File: config.mk
export PLATFORM = sky130hd
export DESIGN_NAME = instrumented_adder_sklansky_wrapped_flat
export DESIGN_NICKNAME = d
export VERILOG_FILES = /design/src/rtl/instrumented_adder_sklansky_wrapped_pkg.sv /design/src/rtl/instrumented_adder_sklansky_wrapped_if.sv /design/src/rtl/instrumented_adder_sklansky_wrapped_sklansky_adder32.sv /design/src/rtl/instrumented_adder_sklansky_wrapped.sv /design/src/flat_wrapper.sv
export SDC_FILE = /design/constraint.sdc
export NUM_CORES = 1
export LEC_CHECK = 0
export ABC_AREA = 1
export CAP_MARGIN = 20
export CORE_UTILIZATION = 40
export CTS_CLUSTER_DIAMETER = 100
export DETAILED_ROUTE_END_ITERATION = 7
export HOLD_SLACK_MARGIN = 0.03
export PLACE_DENSITY = 0.69
export SETUP_SLACK_MARGIN = 0.05
export SLEW_MARGIN = 20
export SYNTH_ARGS = -nofsm -noshare
export SYNTH_HDL_FRONTEND = slang
export SYNTH_SLANG_ARGS = --single-unit
export TNS_END_PERCENT = 5
File: constraint.sdc
create_clock -name wb_clk_i -period 5.4 [get_ports wb_clk_i]
set_clock_uncertainty 0.05 [all_clocks]
set_input_delay 1.08 -clock wb_clk_i [delete_from_list [all_inputs] [get_ports wb_clk_i]]
set_output_delay 1.08 -clock wb_clk_i [all_outputs]
set_load 0.05 [all_outputs]
File: src/rtl/instrumented_adder_sklansky_wrapped_pkg.sv
// Shared constants for the instrumented Sklansky adder wrapper.
// Latency: n/a (constants only).
// Backpressure: n/a.
package instrumented_adder_sklansky_wrapped_pkg;

  // Datapath and pad geometry
  localparam int WIDTH     = 32;
  localparam int LEVELS    = 5;   // log2(WIDTH) prefix levels
  localparam int IO_W      = 38;
  localparam int EXT_PIN   = 8;
  localparam int CHAIN_PIN = 9;
  localparam int CARRY_PIN = 10;

  // LA3 command strobe bit positions
  localparam int CMD_LOAD_A    = 0;
  localparam int CMD_LOAD_B    = 1;
  localparam int CMD_RING_MASK = 2;
  localparam int CMD_EXT_MASK  = 3;
  localparam int CMD_SUM_MASK  = 4;
  localparam int CMD_RUN       = 5;
  localparam int CMD_CLEAR     = 6;
  localparam int CMD_W         = 7;

  // Only the chain and carry pads are driven while the project is selected
  localparam logic [IO_W-1:0] OEB_ACTIVE =
    ~((IO_W'(1) << CHAIN_PIN) | (IO_W'(1) << CARRY_PIN));

endpackage

File: src/rtl/instrumented_adder_sklansky_wrapped_if.sv
// GPIO and logic-analyser bundle between the SoC side and the adder wrapper.
// Latency: n/a (wires only).
// Backpressure: none; all signals are level-sampled every clock.
interface instrumented_adder_sklansky_wrapped_if;
  import instrumented_adder_sklansky_wrapped_pkg::*;

  logic [IO_W-1:0]  io_in;
  logic [IO_W-1:0]  io_out;
  logic [IO_W-1:0]  io_oeb;
  logic [WIDTH-1:0] la1_data_in;
  logic [WIDTH-1:0] la1_data_out;
  logic [WIDTH-1:0] la1_oenb;
  logic [WIDTH-1:0] la2_data_in;
  logic [WIDTH-1:0] la2_data_out;
  logic [WIDTH-1:0] la2_oenb;
  logic [WIDTH-1:0] la3_data_in;
  logic [WIDTH-1:0] la3_data_out;
  logic [WIDTH-1:0] la3_oenb;

  // SoC / harness side
  modport master (
    output io_in, la1_data_in, la1_oenb, la2_data_in, la2_oenb, la3_data_in, la3_oenb,
    input  io_out, io_oeb, la1_data_out, la2_data_out, la3_data_out
  );

  // User-project side
  modport slave (
    input  io_in, la1_data_in, la1_oenb, la2_data_in, la2_oenb, la3_data_in, la3_oenb,
    output io_out, io_oeb, la1_data_out, la2_data_out, la3_data_out
  );

endinterface

File: src/rtl/instrumented_adder_sklansky_wrapped_sklansky_adder32.sv
// 32-bit Sklansky parallel-prefix adder, carry-in tied to zero.
// Latency: purely combinational, five black-cell levels.
// Backpressure: none.
module instrumented_adder_sklansky_wrapped_sklansky_adder32
  import instrumented_adder_sklansky_wrapped_pkg::*;
(
  input  logic [WIDTH-1:0] i_a,
  input  logic [WIDTH-1:0] i_b,
  output logic [WIDTH-1:0] o_sum,
  output logic             o_cout
);

  // w_g[l][i] / w_p[l][i]: group generate/propagate of bit i after l levels
  logic [WIDTH-1:0] w_g [0:LEVELS];
  logic [WIDTH-1:0] w_p [0:LEVELS];
  logic             w_unused_p;

  assign w_g[0] = i_a & i_b;
  assign w_p[0] = i_a ^ i_b;

  // At level l, bits in the upper half of each 2^(l+1) block absorb the
  // group ending at the last bit of the lower half (Sklansky fan-out).
  for (genvar l = 0; l < LEVELS; l++) begin : g_lvl
    for (genvar i = 0; i < WIDTH; i++) begin : g_bit
      if (((i >> l) & 1) == 1) begin : g_black
        localparam int J = ((i >> l) << l) - 1;
        assign w_g[l+1][i] = w_g[l][i] | (w_p[l][i] & w_g[l][J]);
        assign w_p[l+1][i] = w_p[l][i] & w_p[l][J];
      end else begin : g_pass
        assign w_g[l+1][i] = w_g[l][i];
        assign w_p[l+1][i] = w_p[l][i];
      end
    end
  end

  // After the last level w_g[LEVELS][i] is the carry into bit i+1
  assign o_sum      = w_p[0] ^ {w_g[LEVELS][WIDTH-2:0], 1'b0};
  assign o_cout     = w_g[LEVELS][WIDTH-1];
  assign w_unused_p = ^w_p[LEVELS];

endmodule

File: src/rtl/instrumented_adder_sklansky_wrapped.sv
// Caravel wrapper: LA-loaded operands/masks, Sklansky adder with a ring-loop toggle counter.
// Latency: sum/carry combinational from registers; commands take effect on the next edge.
// Backpressure: none; 'active' low parks outputs and freezes all state.
module instrumented_adder_sklansky_wrapped
  import instrumented_adder_sklansky_wrapped_pkg::*;
(
  input  logic wb_clk_i,
  input  logic wb_rst_n,
  input  logic active,
  instrumented_adder_sklansky_wrapped_if.slave bus
);

  logic [WIDTH-1:0] r_a_input, r_b_input, r_ring_mask, r_ext_mask, r_sum_mask;
  logic [WIDTH-1:0] r_count;
  logic             r_chain_out;

  logic [WIDTH-1:0] w_la1_eff, w_la2_eff, w_a_eff, w_sum;
  logic [CMD_W-1:0] w_cmd;
  logic             w_ext_bit, w_carry, w_fb, w_unused;

  // SoC-driven LA bits only count where the SoC actually owns the line
  assign w_la1_eff = bus.la1_data_in & ~bus.la1_oenb;
  assign w_la2_eff = bus.la2_data_in & ~bus.la2_oenb;
  assign w_cmd     = bus.la3_data_in[CMD_W-1:0] & ~bus.la3_oenb[CMD_W-1:0];
  assign w_ext_bit = bus.io_in[EXT_PIN];

  // Ring bits beat external bits, which beat the loaded operand
  assign w_a_eff = (r_ring_mask & {WIDTH{r_chain_out}})
                 | (~r_ring_mask & r_ext_mask & {WIDTH{w_ext_bit}})
                 | (~r_ring_mask & ~r_ext_mask & r_a_input);

  instrumented_adder_sklansky_wrapped_sklansky_adder32 u_adder (
    .i_a    (w_a_eff),
    .i_b    (r_b_input),
    .o_sum  (w_sum),
    .o_cout (w_carry)
  );

  // Inverting parity of the watched sum bits; an empty mask yields a constant 1
  assign w_fb = ~^(w_sum & r_sum_mask);

  assign w_unused = ^{bus.io_in[IO_W-1:EXT_PIN+1], bus.io_in[EXT_PIN-1:0],
                      bus.la3_data_in[WIDTH-1:CMD_W], bus.la3_oenb[WIDTH-1:CMD_W]};

  // Operand and mask loads from LA strobes
  always_ff @(posedge wb_clk_i or negedge wb_rst_n) begin
    if (!wb_rst_n) begin
      r_a_input   <= '0;
      r_b_input   <= '0;
      r_ring_mask <= '0;
      r_ext_mask  <= '0;
      r_sum_mask  <= '0;
    end else if (active) begin
      if (w_cmd[CMD_LOAD_A])    r_a_input   <= w_la1_eff;
      if (w_cmd[CMD_LOAD_B])    r_b_input   <= w_la2_eff;
      if (w_cmd[CMD_RING_MASK]) r_ring_mask <= w_la1_eff;
      if (w_cmd[CMD_EXT_MASK])  r_ext_mask  <= w_la1_eff;
      if (w_cmd[CMD_SUM_MASK])  r_sum_mask  <= w_la2_eff;
    end
  end

  // Ring loop register and toggle counter; clear wins over a same-cycle toggle
  always_ff @(posedge wb_clk_i or negedge wb_rst_n) begin
    if (!wb_rst_n) begin
      r_chain_out <= 1'b0;
      r_count     <= '0;
    end else if (active) begin
      if (w_cmd[CMD_RUN]) r_chain_out <= w_fb;
      if (w_cmd[CMD_CLEAR])
        r_count <= '0;
      else if (w_cmd[CMD_RUN] && (w_fb != r_chain_out))
        r_count <= r_count + WIDTH'(1);
    end
  end

  // Output gating: everything parked and tri-stated when not selected
  always_comb begin
    bus.io_out       = '0;
    bus.io_oeb       = '1;
    bus.la1_data_out = '0;
    bus.la2_data_out = '0;
    bus.la3_data_out = '0;
    if (active) begin
      bus.io_out[CHAIN_PIN] = r_chain_out;
      bus.io_out[CARRY_PIN] = w_carry;
      bus.io_oeb            = OEB_ACTIVE;
      bus.la1_data_out      = r_count;
      bus.la2_data_out      = w_sum;
      bus.la3_data_out      = {{(WIDTH-2){1'b0}}, w_carry, r_chain_out};
    end
  end

endmodule

File: src/flat_wrapper.sv
// flat-port wrapper written by rule: the top's interface ports become plain ports
module instrumented_adder_sklansky_wrapped_flat import instrumented_adder_sklansky_wrapped_pkg::*;
  (wb_clk_i, wb_rst_n, active, bus_io_in, bus_la1_data_in, bus_la1_oenb, bus_la2_data_in, bus_la2_oenb, bus_la3_data_in, bus_la3_oenb, bus_io_out, bus_io_oeb, bus_la1_data_out, bus_la2_data_out, bus_la3_data_out);
  instrumented_adder_sklansky_wrapped_if bus_i ();
  input  logic wb_clk_i;
  input  logic wb_rst_n;
  input  logic active;
  input wire logic [$bits(bus_i.io_in)-1:0] bus_io_in;
  input wire logic [$bits(bus_i.la1_data_in)-1:0] bus_la1_data_in;
  input wire logic [$bits(bus_i.la1_oenb)-1:0] bus_la1_oenb;
  input wire logic [$bits(bus_i.la2_data_in)-1:0] bus_la2_data_in;
  input wire logic [$bits(bus_i.la2_oenb)-1:0] bus_la2_oenb;
  input wire logic [$bits(bus_i.la3_data_in)-1:0] bus_la3_data_in;
  input wire logic [$bits(bus_i.la3_oenb)-1:0] bus_la3_oenb;
  output wire logic [$bits(bus_i.io_out)-1:0] bus_io_out;
  output wire logic [$bits(bus_i.io_oeb)-1:0] bus_io_oeb;
  output wire logic [$bits(bus_i.la1_data_out)-1:0] bus_la1_data_out;
  output wire logic [$bits(bus_i.la2_data_out)-1:0] bus_la2_data_out;
  output wire logic [$bits(bus_i.la3_data_out)-1:0] bus_la3_data_out;
  assign bus_i.io_in = bus_io_in;
  assign bus_i.la1_data_in = bus_la1_data_in;
  assign bus_i.la1_oenb = bus_la1_oenb;
  assign bus_i.la2_data_in = bus_la2_data_in;
  assign bus_i.la2_oenb = bus_la2_oenb;
  assign bus_i.la3_data_in = bus_la3_data_in;
  assign bus_i.la3_oenb = bus_la3_oenb;
  assign bus_io_out = bus_i.io_out;
  assign bus_io_oeb = bus_i.io_oeb;
  assign bus_la1_data_out = bus_i.la1_data_out;
  assign bus_la2_data_out = bus_i.la2_data_out;
  assign bus_la3_data_out = bus_i.la3_data_out;
  instrumented_adder_sklansky_wrapped u_core (.wb_clk_i(wb_clk_i), .wb_rst_n(wb_rst_n), .active(active), .bus(bus_i));
endmodule
Word level (Yosys, flattened, before mapping)
Index checks and enable logic that the tools add are counted.

word-level totals
  input bits = 233
  word-level logic and storage cells = 254
  flip-flop bits (word level) = 193
  output and inout bits = 172

cells by class
  muxes and demuxes = 7
  equal/unequal tests = 1
  bitwise operators = 228
  $add $sub $neg = 1
  reductions and logical operators = 10

operators by type and width
  operator                                                         number
  32-bit bitwise AND                                               9
  1-bit bitwise AND                                                129
  32-bit two-way mux                                               4
  32-bit inverter                                                  4
  1-bit bitwise OR                                                 80
  32-bit bitwise OR                                                2
  32-bit XOR                                                       2
  32-bit by 1-bit adder with 32-bit output, second input constant  1
  32-bit XNOR reduction                                            1
  2-bit AND reduction                                              7
  11-bit two-way mux                                               1
  7-bit bitwise AND                                                1
  7-bit inverter                                                   1
  2-bit two-way mux                                                2
  2-bit nonzero test                                               1
  1-bit logical AND                                                1
  1-bit != test                                                    1

Depth between registers and ports, before layout
Gate-level depths: netlist of run 1.

  word-level depth = 23
  mapped depth = 34
  mapped depth without buffers = 33

By module
Synthesis of run 1 repeated with hierarchy kept, for this count alone.

unflattened totals
  cell total of the unflattened synthesis = 1833
  area total of the unflattened synthesis = 13137.6 µm²

modules (own cells, without submodules)
  module                                                area an instance (µm²)  times used  sequential area each (µm²)  cells an instance
  instrumented_adder_sklansky_wrapped                   11395.9                 1           4829.6                      1526
  instrumented_adder_sklansky_wrapped_sklansky_adder32  1741.7                  1           0.0                         307

Least setup slack after synthesis of run 1
No wires, ideal clock.

  path type = input to output
  start point = in bus_io_in[8]
  end point = out bus_la2_data_out[17]
  setup slack = 370 ps
  data required time = 4270 ps
  arrival = 3900 ps
  cell stages on the path = 16
  cell sequence = clkbuf_1 > o21ai_0 > o21ai_0 > ha_1 > fa_1 > nand2_1 > nand2_1 > nand3_1 > nand2_2 > nand2_2 > nand2_4 > buf_6 > fa_1 > nand2_1 > nand2_1 > nor2_1

on the way
  cells in the longest elaborated chain, start to end = 16

RTL lines
  what                                              RTL line                                                                                                                source
  from (decl)                                       flat_wrapper.sv:8                                                                                                       input wire logic [$bits(bus_i.io_in)-1:0] bus_io_in;
  32-bit bitwise AND *                              instrumented_adder_sklansky_wrapped.sv:29                                                                               | (~r_ring_mask & r_ext_mask & {WIDTH{w_ext_bit}})
  32-bit bitwise OR *                               instrumented_adder_sklansky_wrapped.sv:29
  32-bit bitwise OR *                               instrumented_adder_sklansky_wrapped.sv:30                                                                               | (~r_ring_mask & ~r_ext_mask & r_a_input);
  32-bit XOR or 32-bit bitwise AND (tied branches)  instrumented_adder_sklansky_wrapped_sklansky_adder32.sv:19, instrumented_adder_sklansky_wrapped_sklansky_adder32.sv:18
  1-bit bitwise AND                                 instrumented_adder_sklansky_wrapped_sklansky_adder32.sv:27                                                              assign w_g[l+1][i] = w_g[l][i] | (w_p[l][i] & w_g[l][J]);
  1-bit bitwise OR                                  instrumented_adder_sklansky_wrapped_sklansky_adder32.sv:27
  1-bit bitwise AND                                 instrumented_adder_sklansky_wrapped_sklansky_adder32.sv:27
  1-bit bitwise OR                                  instrumented_adder_sklansky_wrapped_sklansky_adder32.sv:27
  1-bit bitwise AND                                 instrumented_adder_sklansky_wrapped_sklansky_adder32.sv:27
  1-bit bitwise OR                                  instrumented_adder_sklansky_wrapped_sklansky_adder32.sv:27
  1-bit bitwise AND                                 instrumented_adder_sklansky_wrapped_sklansky_adder32.sv:27
  1-bit bitwise OR                                  instrumented_adder_sklansky_wrapped_sklansky_adder32.sv:27
  1-bit bitwise AND                                 instrumented_adder_sklansky_wrapped_sklansky_adder32.sv:27
  1-bit bitwise OR                                  instrumented_adder_sklansky_wrapped_sklansky_adder32.sv:27
  32-bit XOR *                                      instrumented_adder_sklansky_wrapped_sklansky_adder32.sv:37                                                              assign o_sum = w_p[0] ^ {w_g[LEVELS][WIDTH-2:0], 1'b0};
  32-bit two-way mux *                              instrumented_adder_sklansky_wrapped.sv:83                                                                               if (active) begin
  to (decl)                                         flat_wrapper.sv:18                                                                                                      output wire logic [$bits(bus_i.la2_data_out)-1:0] bus_la2_data_out;

Every way passes the cells marked *; elsewhere a longest branch is shown, timed or not.

Worst setup path in the final report of run 1
  start point = in bus_io_in[8]
  end point = reg u_core.r_count[20]

on the way
  cells in the longest elaborated chain, start to end = 21

RTL lines
  what                                              RTL line                                                                                                                source
  32-bit bitwise AND *                              instrumented_adder_sklansky_wrapped.sv:29
  32-bit bitwise OR *                               instrumented_adder_sklansky_wrapped.sv:29
  32-bit bitwise OR *                               instrumented_adder_sklansky_wrapped.sv:30
  32-bit XOR or 32-bit bitwise AND (tied branches)  instrumented_adder_sklansky_wrapped_sklansky_adder32.sv:19, instrumented_adder_sklansky_wrapped_sklansky_adder32.sv:18
  1-bit bitwise AND                                 instrumented_adder_sklansky_wrapped_sklansky_adder32.sv:27
  1-bit bitwise OR                                  instrumented_adder_sklansky_wrapped_sklansky_adder32.sv:27
  1-bit bitwise AND                                 instrumented_adder_sklansky_wrapped_sklansky_adder32.sv:27
  1-bit bitwise OR                                  instrumented_adder_sklansky_wrapped_sklansky_adder32.sv:27
  (+5 left out)                                     n/a
  1-bit bitwise OR                                  instrumented_adder_sklansky_wrapped_sklansky_adder32.sv:27
  32-bit XOR *                                      instrumented_adder_sklansky_wrapped_sklansky_adder32.sv:37
  32-bit bitwise AND *                              instrumented_adder_sklansky_wrapped.sv:40                                                                               assign w_fb = ~^(w_sum & r_sum_mask);
  32-bit XNOR reduction *                           instrumented_adder_sklansky_wrapped.sv:40
  1-bit != test *                                   instrumented_adder_sklansky_wrapped.sv:71                                                                               else if (w_cmd[CMD_RUN] && (w_fb != r_chain_out))
  1-bit logical AND *                               instrumented_adder_sklansky_wrapped.sv:71
  2-bit nonzero test (no line) *                    n/a
  2-bit AND reduction (no line) *                   n/a
  to (signal assigned)                              instrumented_adder_sklansky_wrapped.sv:72                                                                               r_count <= r_count + WIDTH'(1);
  to (decl)                                         instrumented_adder_sklansky_wrapped.sv:14                                                                               logic [WIDTH-1:0] r_count;

Marks and branches as above.
A chain may end at the register's enable or synchronous reset.

==> results.yml, run 1 <==
clock_network:
  clock_path_buffers: 2
  cts_tree: "done"
  htreeDepth: 4
  post_cts.repair.setup_buffers: 0
  cts_buffers: 17
  clock_latency_ns: 0.45
  cts-root-buf: "clkbuf_16"
  cts_hold_buf: 0
  clock-sinks: 193
  clk_pin_slew_worst_paths_ns: 0.08
timing:
  worstMarginPinSlew_ns: 1.02
  finalHoldViolCount: 0
  fmax_ghz: 0.203
  fin_ws_ns: 0.476
  period_share_pct: 91.2
  grt_setup_unrepaired: "no"
  drv_slew: 0
  finalSetupViolCount: 0
  tns_ns: 0
  period_minus_slack_ns: 4.92
  relSlewSlack_pct: 31.9
critical_path:
  crit_top_cell: "nand2_1"
  cp-endpoint: "u_core.r_count[20]"
  reg2reg_from: "u_core.r_chain_out"
  cp_slowest_stage_delay_ns: 0.42
  crit_arrival_ns: 5.20
  startpoint: "bus_io_in[8]"
  rr_endpoint: "u_core.r_count[20]"
  reg2reg_setup_slack_ns: 0.58
  crit_fanout: 32
  slowest_stage: "fa_1"
  cp-end-kind: "register"
  start_kind: "primary input"
  critical_path_class: "primary input to register"
  required_ns: 5.68
  r2r_cells: 29
floorplan:
  start_util_pct: 40.7
  die_y_um: 181
  die_w_um: 181
  core_mm2: 0.0316
  dieArea_mm2: 0.0328
  rows: 65
  ioPinCount: 405
synthesis:
  synthCells: 1811
  ys_warn_count: 0
  syn_avg_cell_area_um2: 7.09
  yosysTopAreaCellShare_pct: 37.6
  ys_ff_latch: 193
  yosys.area.top_type: "dfrtp_1"
  netlist-cell-type-count: 45
  dominantRegCellSynth: "dfrtp_1"
  synth_async_sr_flop_share_pct: 100
  synth_edf_count: 0
  synthTopCellsByArea: "dfrtp_1, nand2_1, inv_1"
  synth_area_mm2: 0.0128
  ys_seq_area_share_pct: 37.6
drt:
  initialDrtViolationCount: 671
  ant_nets: 0
  vias: 11500
  routedWlPerCell_um: 13.3
  drc_errors: 0
  dr.pass1.iters: 5
  via_per_inst: 4.70
  drt_wl_total_um: 32700
placed_design:
  post-place-ws_ns: -0.422
  place.gp.congestion: 0.869
  placedCellCount: 2419
  port_buffers: 215
  dp_hpwl_um: 23800
global_route:
  overflow: 0
  grt.total_usage_pct: 20.6
  antenna_found_initial: 1
  grt_first_pass_wirelength_um: 54400
  grt_max_degree: 120
  grt_pass1_vias: 11200
final_layout:
  final_cells: 2453
  post-route-util_pct: 51.3
  final_layout_size_suffix_gt1_share_pct: 10.0
  final_nets: 2307
  syn_to_final_growth_pct: 26.0
power_and_ir_drop:
  powerDensity_mw_per_mm2: 394
  vdd_drop_max_mv: 0.234
  power_leakage_nw: 8.40
hold_path:
  hold_class: "register to register"
job:
  cap_violations: 0
status:
  outcome: "finished clean"
final cells by class:
type	instances	area, um^2
fill	3023	15400
multi-input combinational	1252	6270
sequential	193	4830
timing repair buffer	264	2830
inverter	309	1160
tap	402	503
clock buffer	18	439
clock inverter	14	163
antenna	1	2.50
flip-flops by register name (all words and copies together) (netlist names):
| register | count |
|---|---|
| u_core.r_chain_out | 1 |
| u_core.r_a_input | 32 |
| u_core.r_b_input | 32 |
| u_core.r_ext_mask | 32 |
| u_core.r_ring_mask | 32 |
| u_core.r_sum_mask | 32 |
| u_core.r_count | 32 |
per-stage QoR:
stage / power, mW / instance area [um^2] / hold WS (ns)
final: 6.38 / 16200 / 0.463
after floorplan: 4.00 / 13200 / 0.431
after global placement: 4.99 / 15500 / 0.440
after CTS: 6.40 / 16100 / 0.467
after global routing: 6.84 / 16200 / 0.485
after detailed placement: 5.07 / 15500 / 0.449
layer usage:
| metal | part of all wire (%) | track usage [%] |
|---|---|---|
| met1 | 45 | 25.6 |
| met2 | 48 | 35.7 |
| met3 | 4.5 | 3.12 |
| met4 | 2.5 | 7.90 |
| met5 | 0 | 0 |
cells in the mapped netlist, types with 3 or more instances:
| cell | number |
|---|---|
| o21ai_0 | 172 |
| buf_6 | 4 |
| a21oi_1 | 68 |
| nand4_1 | 5 |
| buf_1 | 6 |
| nand3_1 | 88 |
| inv_1 | 303 |
| inv_2 | 5 |
| nor4_1 | 7 |
| mux2_2 | 57 |
| nor2_1 | 167 |
| clkbuf_1 | 38 |
| ha_1 | 32 |
| fa_1 | 5 |
| buf_4 | 105 |
| dfrtp_1 | 193 |
| buf_2 | 4 |
| xnor2_1 | 7 |
| or2_2 | 4 |
| nand3b_1 | 10 |
| a21oi_2 | 3 |
| xor2_1 | 7 |
| nor3_1 | 20 |
| nand2_2 | 6 |
| nand2_1 | 469 |
logic make-up after synthesis:
family                   after synthesis  share of synthesized area, %
AND/OR/NAND/NOR                      789                          25.4
buffers and inverters                466                          17.0
AO/OA/AOI/OAI                        253                          10.1
flip-flops                           193                          37.6
multiplexers                          57                          5.00
adder cells (fa/ha/maj)               37                          3.90
XOR/XNOR                              14                         0.954
other                                  2                        0.0585
where the power goes:
part           internal (mW)  switching, mW  leakage, nW  total, mW
clock network          0.675          0.634        0.298       1.31
logic                   1.22           1.99         5.59       3.21
registers               1.69          0.177         2.52       1.86
total                   3.58           2.80         8.40       6.38
worst min path at each step:
stage                          start  slack [ns]               endpoint  depth (start not counted)
3_5_place_dp   u_core.r_sum_mask[19]        0.45  u_core.r_sum_mask[19]                          1
2_1_floorplan   u_core.r_sum_mask[0]        0.43   u_core.r_sum_mask[0]                          1
4_1_cts        u_core.r_sum_mask[19]        0.47  u_core.r_sum_mask[19]                          1
3_3_place_gp    u_core.r_sum_mask[9]        0.44   u_core.r_sum_mask[9]                          1
5_1_grt        u_core.r_sum_mask[19]        0.49  u_core.r_sum_mask[19]                          1
6_report       u_core.r_sum_mask[19]        0.46  u_core.r_sum_mask[19]                          1
worst max-delay path, delay by kind of cell:
family                   cells  cell delay [ns]
AO/OA/AOI/OAI                2             0.28
XOR/XNOR                     1             0.10
adder cells (fa/ha/maj)      3             1.05
buffers and inverters        3             0.48
AND/OR/NAND/NOR             21             2.16
cells in the final DEF (no fill, tap or decap), types with 6 or more instances in the layout:
master / netlist / layout
nand2_2: 6 / 6
clkbuf_16: 0 / 17
nand3_1: 88 / 88
inv_1: 303 / 303
o21ai_0: 172 / 170
dfrtp_1: 193 / 193
nor4_1: 7 / 7
xnor2_1: 7 / 6
xor2_1: 7 / 7
buf_12: 0 / 31
buf_4: 105 / 51
clkdlybuf4s50_1: 0 / 178
nand2_1: 469 / 469
ha_1: 32 / 32
nor3_1: 20 / 20
a21oi_1: 68 / 68
conb_1: 2 / 102
nand3b_1: 10 / 10
mux2_2: 57 / 57
nor2_1: 167 / 162
what timing repair did:
action | in CTS | in global routing
setup endpoints to repair | 32 | 46
pin swaps | 0 | 0
resized for setup | 1 | 8
(Power assumes the default switching activity.)
==> inputs of run 2 (changes only) <==
--- a/config.mk
+++ b/config.mk
@@ -7,11 +7,13 @@
 export LEC_CHECK = 0
 export ABC_AREA = 1
 export CAP_MARGIN = 20
+export CORE_MARGIN = 1
 export CORE_UTILIZATION = 40
 export CTS_CLUSTER_DIAMETER = 100
 export DETAILED_ROUTE_END_ITERATION = 7
 export HOLD_SLACK_MARGIN = 0.03
 export PLACE_DENSITY = 0.69
+export REMOVE_ABC_BUFFERS = 1
 export SETUP_SLACK_MARGIN = 0.05
 export SLEW_MARGIN = 20
 export SYNTH_ARGS = -nofsm -noshare
==> run 2 against run 1 <==
Critical path type is now primary input to output port; die area is the same; first-iteration DRC count grew 24%; clock-buffer cell count grew 2.
==> results.yml, run 2 (synthesis gave the netlist of run 1 again) <==
clock_network:
  cts_tree: "done"
  cts_buffers: 17
  clock_path_buffers: 2
  clock-sinks: 193
  cts_hold_buf: 0
  clock_latency_ns: 0.44
  clk_pin_slew_worst_paths_ns: 0.07
  cts-root-buf: "clkbuf_16"
  htreeDepth: 4
critical_path:
  cp-end-kind: "output port"
  critical_path_class: "primary input to output port"
  start_kind: "primary input"
  crit_fanout: 14
  reg2reg_from: "u_core.r_chain_out"
  r2r_cells: 29
  required_ns: 4.27
  crit_arrival_ns: 3.97
  rr_endpoint: "u_core.r_count[19]"
  reg2reg_setup_slack_ns: 0.67
timing:
  worstMarginPinSlew_ns: 1.01
  period_minus_slack_ns: 5.10
  finalSetupViolCount: 0
  period_share_pct: 94.4
  drv_slew: 0
  finalHoldViolCount: 0
  grt_setup_unrepaired: "no"
  relSlewSlack_pct: 32.3
  fin_ws_ns: 0.305
  tns_ns: 0
  fmax_ghz: 0.196
power_and_ir_drop:
  power_leakage_nw: 8.41
  powerDensity_mw_per_mm2: 390
  vdd_drop_max_mv: 0.260
drt:
  vias: 11600
  drc_errors: 0
  ant_nets: 0
  routedWlPerCell_um: 13.2
  dr.pass1.iters: 5
  initialDrtViolationCount: 834
  drt_wl_total_um: 32400
  via_per_inst: 4.75
hold_path:
  hold_path_end: "u_core.r_sum_mask[10]"
  hp-start: "u_core.r_sum_mask[10]"
  hold_class: "register to register"
  min_path_cells: 1
floorplan:
  start_util_pct: 40.7
  core_mm2: 0.0316
  die_w_um: 181
  die_y_um: 181
  rows: 65
  ioPinCount: 405
  dieArea_mm2: 0.0328
final_layout:
  final_nets: 2307
  final_layout_size_suffix_gt1_share_pct: 10.1
  fill_cells: 2979
  diodes: 0
  post-route-util_pct: 51.5
  layout_commonest_cell: "nand2_1"
  syn_to_final_growth_pct: 26.4
  final_cells: 2452
  layout_common_cells: "nand2_1, inv_1, dfrtp_1, clkdlybuf4s50_1, o21ai_0"
global_route:
  overflow: 0
  grt_pass1_vias: 11100
  grt_first_pass_wirelength_um: 53300
  antenna_found_initial: 0
  grt_max_degree: 124
  grt.total_usage_pct: 20.1
placed_design:
  dp_hpwl_um: 23200
  place.gp.congestion: 0.869
  port_buffers: 215
  placedCellCount: 2411
  post-place-ws_ns: -0.437
job:
  cap_violations: 0
status:
  outcome: "finished clean"
-- run 2: final cells by class --
class / instances / area, um^2 / area share, %
clock buffer: 20 / 457 / 2.81
clock inverter: 12 / 116 / 0.716
tap: 402 / 503 / 3.10
timing repair buffer: 263 / 2890 / 17.8
inverter: 309 / 1160 / 7.14
multi-input combinational: 1253 / 6290 / 38.7
sequential: 193 / 4830 / 29.7
-- run 2: per-layer routing --
layer  share of wire [%]  track usage (%)
met5                   0                0
met4                 2.1             6.44
met3                 4.6             3.08
met2                  48             34.8
met1                  46             25.5
-- run 2: where the power goes --
group | switching (mW) | internal [mW]
clock | 0.607 | 0.634
sequential | 0.172 | 1.69
combinational | 1.99 | 1.25
-- run 2: repair_timing --
action	CTS	global route
gates cloned	0	4
resized for setup	1	11
pin swaps	0	5
endpoints found under the setup margin	29	32
setup buffers	0	5
-- run 2: worst max-delay path by stage --
| stage | startpoint | to | depth (start not counted) |
|---|---|---|---|
| 6_report | bus_io_in[8] | bus_la2_data_out[17] | 16 |
| 5_1_grt | bus_io_in[8] | u_core.r_count[26] | 30 |
| 4_1_cts | bus_io_in[8] | bus_la2_data_out[17] | 16 |
| 3_5_place_dp | bus_io_in[8] | u_core.r_count[7] | 29 |
| 3_3_place_gp | bus_io_in[8] | u_core.r_count[10] | 29 |
| 2_1_floorplan | bus_io_in[8] | bus_io_out[10] | 13 |
-- run 2: critical path, stage by stage --
cell	delay [ns]
dlygate4sd2_1	0.29
buf_4	0.23
o21ai_0	0.16
o21ai_0	0.16
ha_1	0.40
nand2_1	0.09
inv_1	0.05
nand2_1	0.06
nand2_1	0.10
a21oi_2	0.19
nand2_4	0.09
fa_1	0.41
or2_2	0.32
nand2_1	0.08
nor2_1	0.04
buf_4	0.22
-- run 2: through the flow --
| step | cell area (um^2) | total power, mW | hold slack [ns] |
|---|---|---|---|
| finish | 16200 | 6.34 | 0.462 |
| global route | 16200 | 6.79 | 0.482 |
| CTS | 16100 | 6.29 | 0.462 |
| detailed placement | 15500 | 5.03 | 0.446 |
| global placement | 15500 | 4.96 | 0.440 |
| floorplan | 12200 | 3.90 | 0.431 |
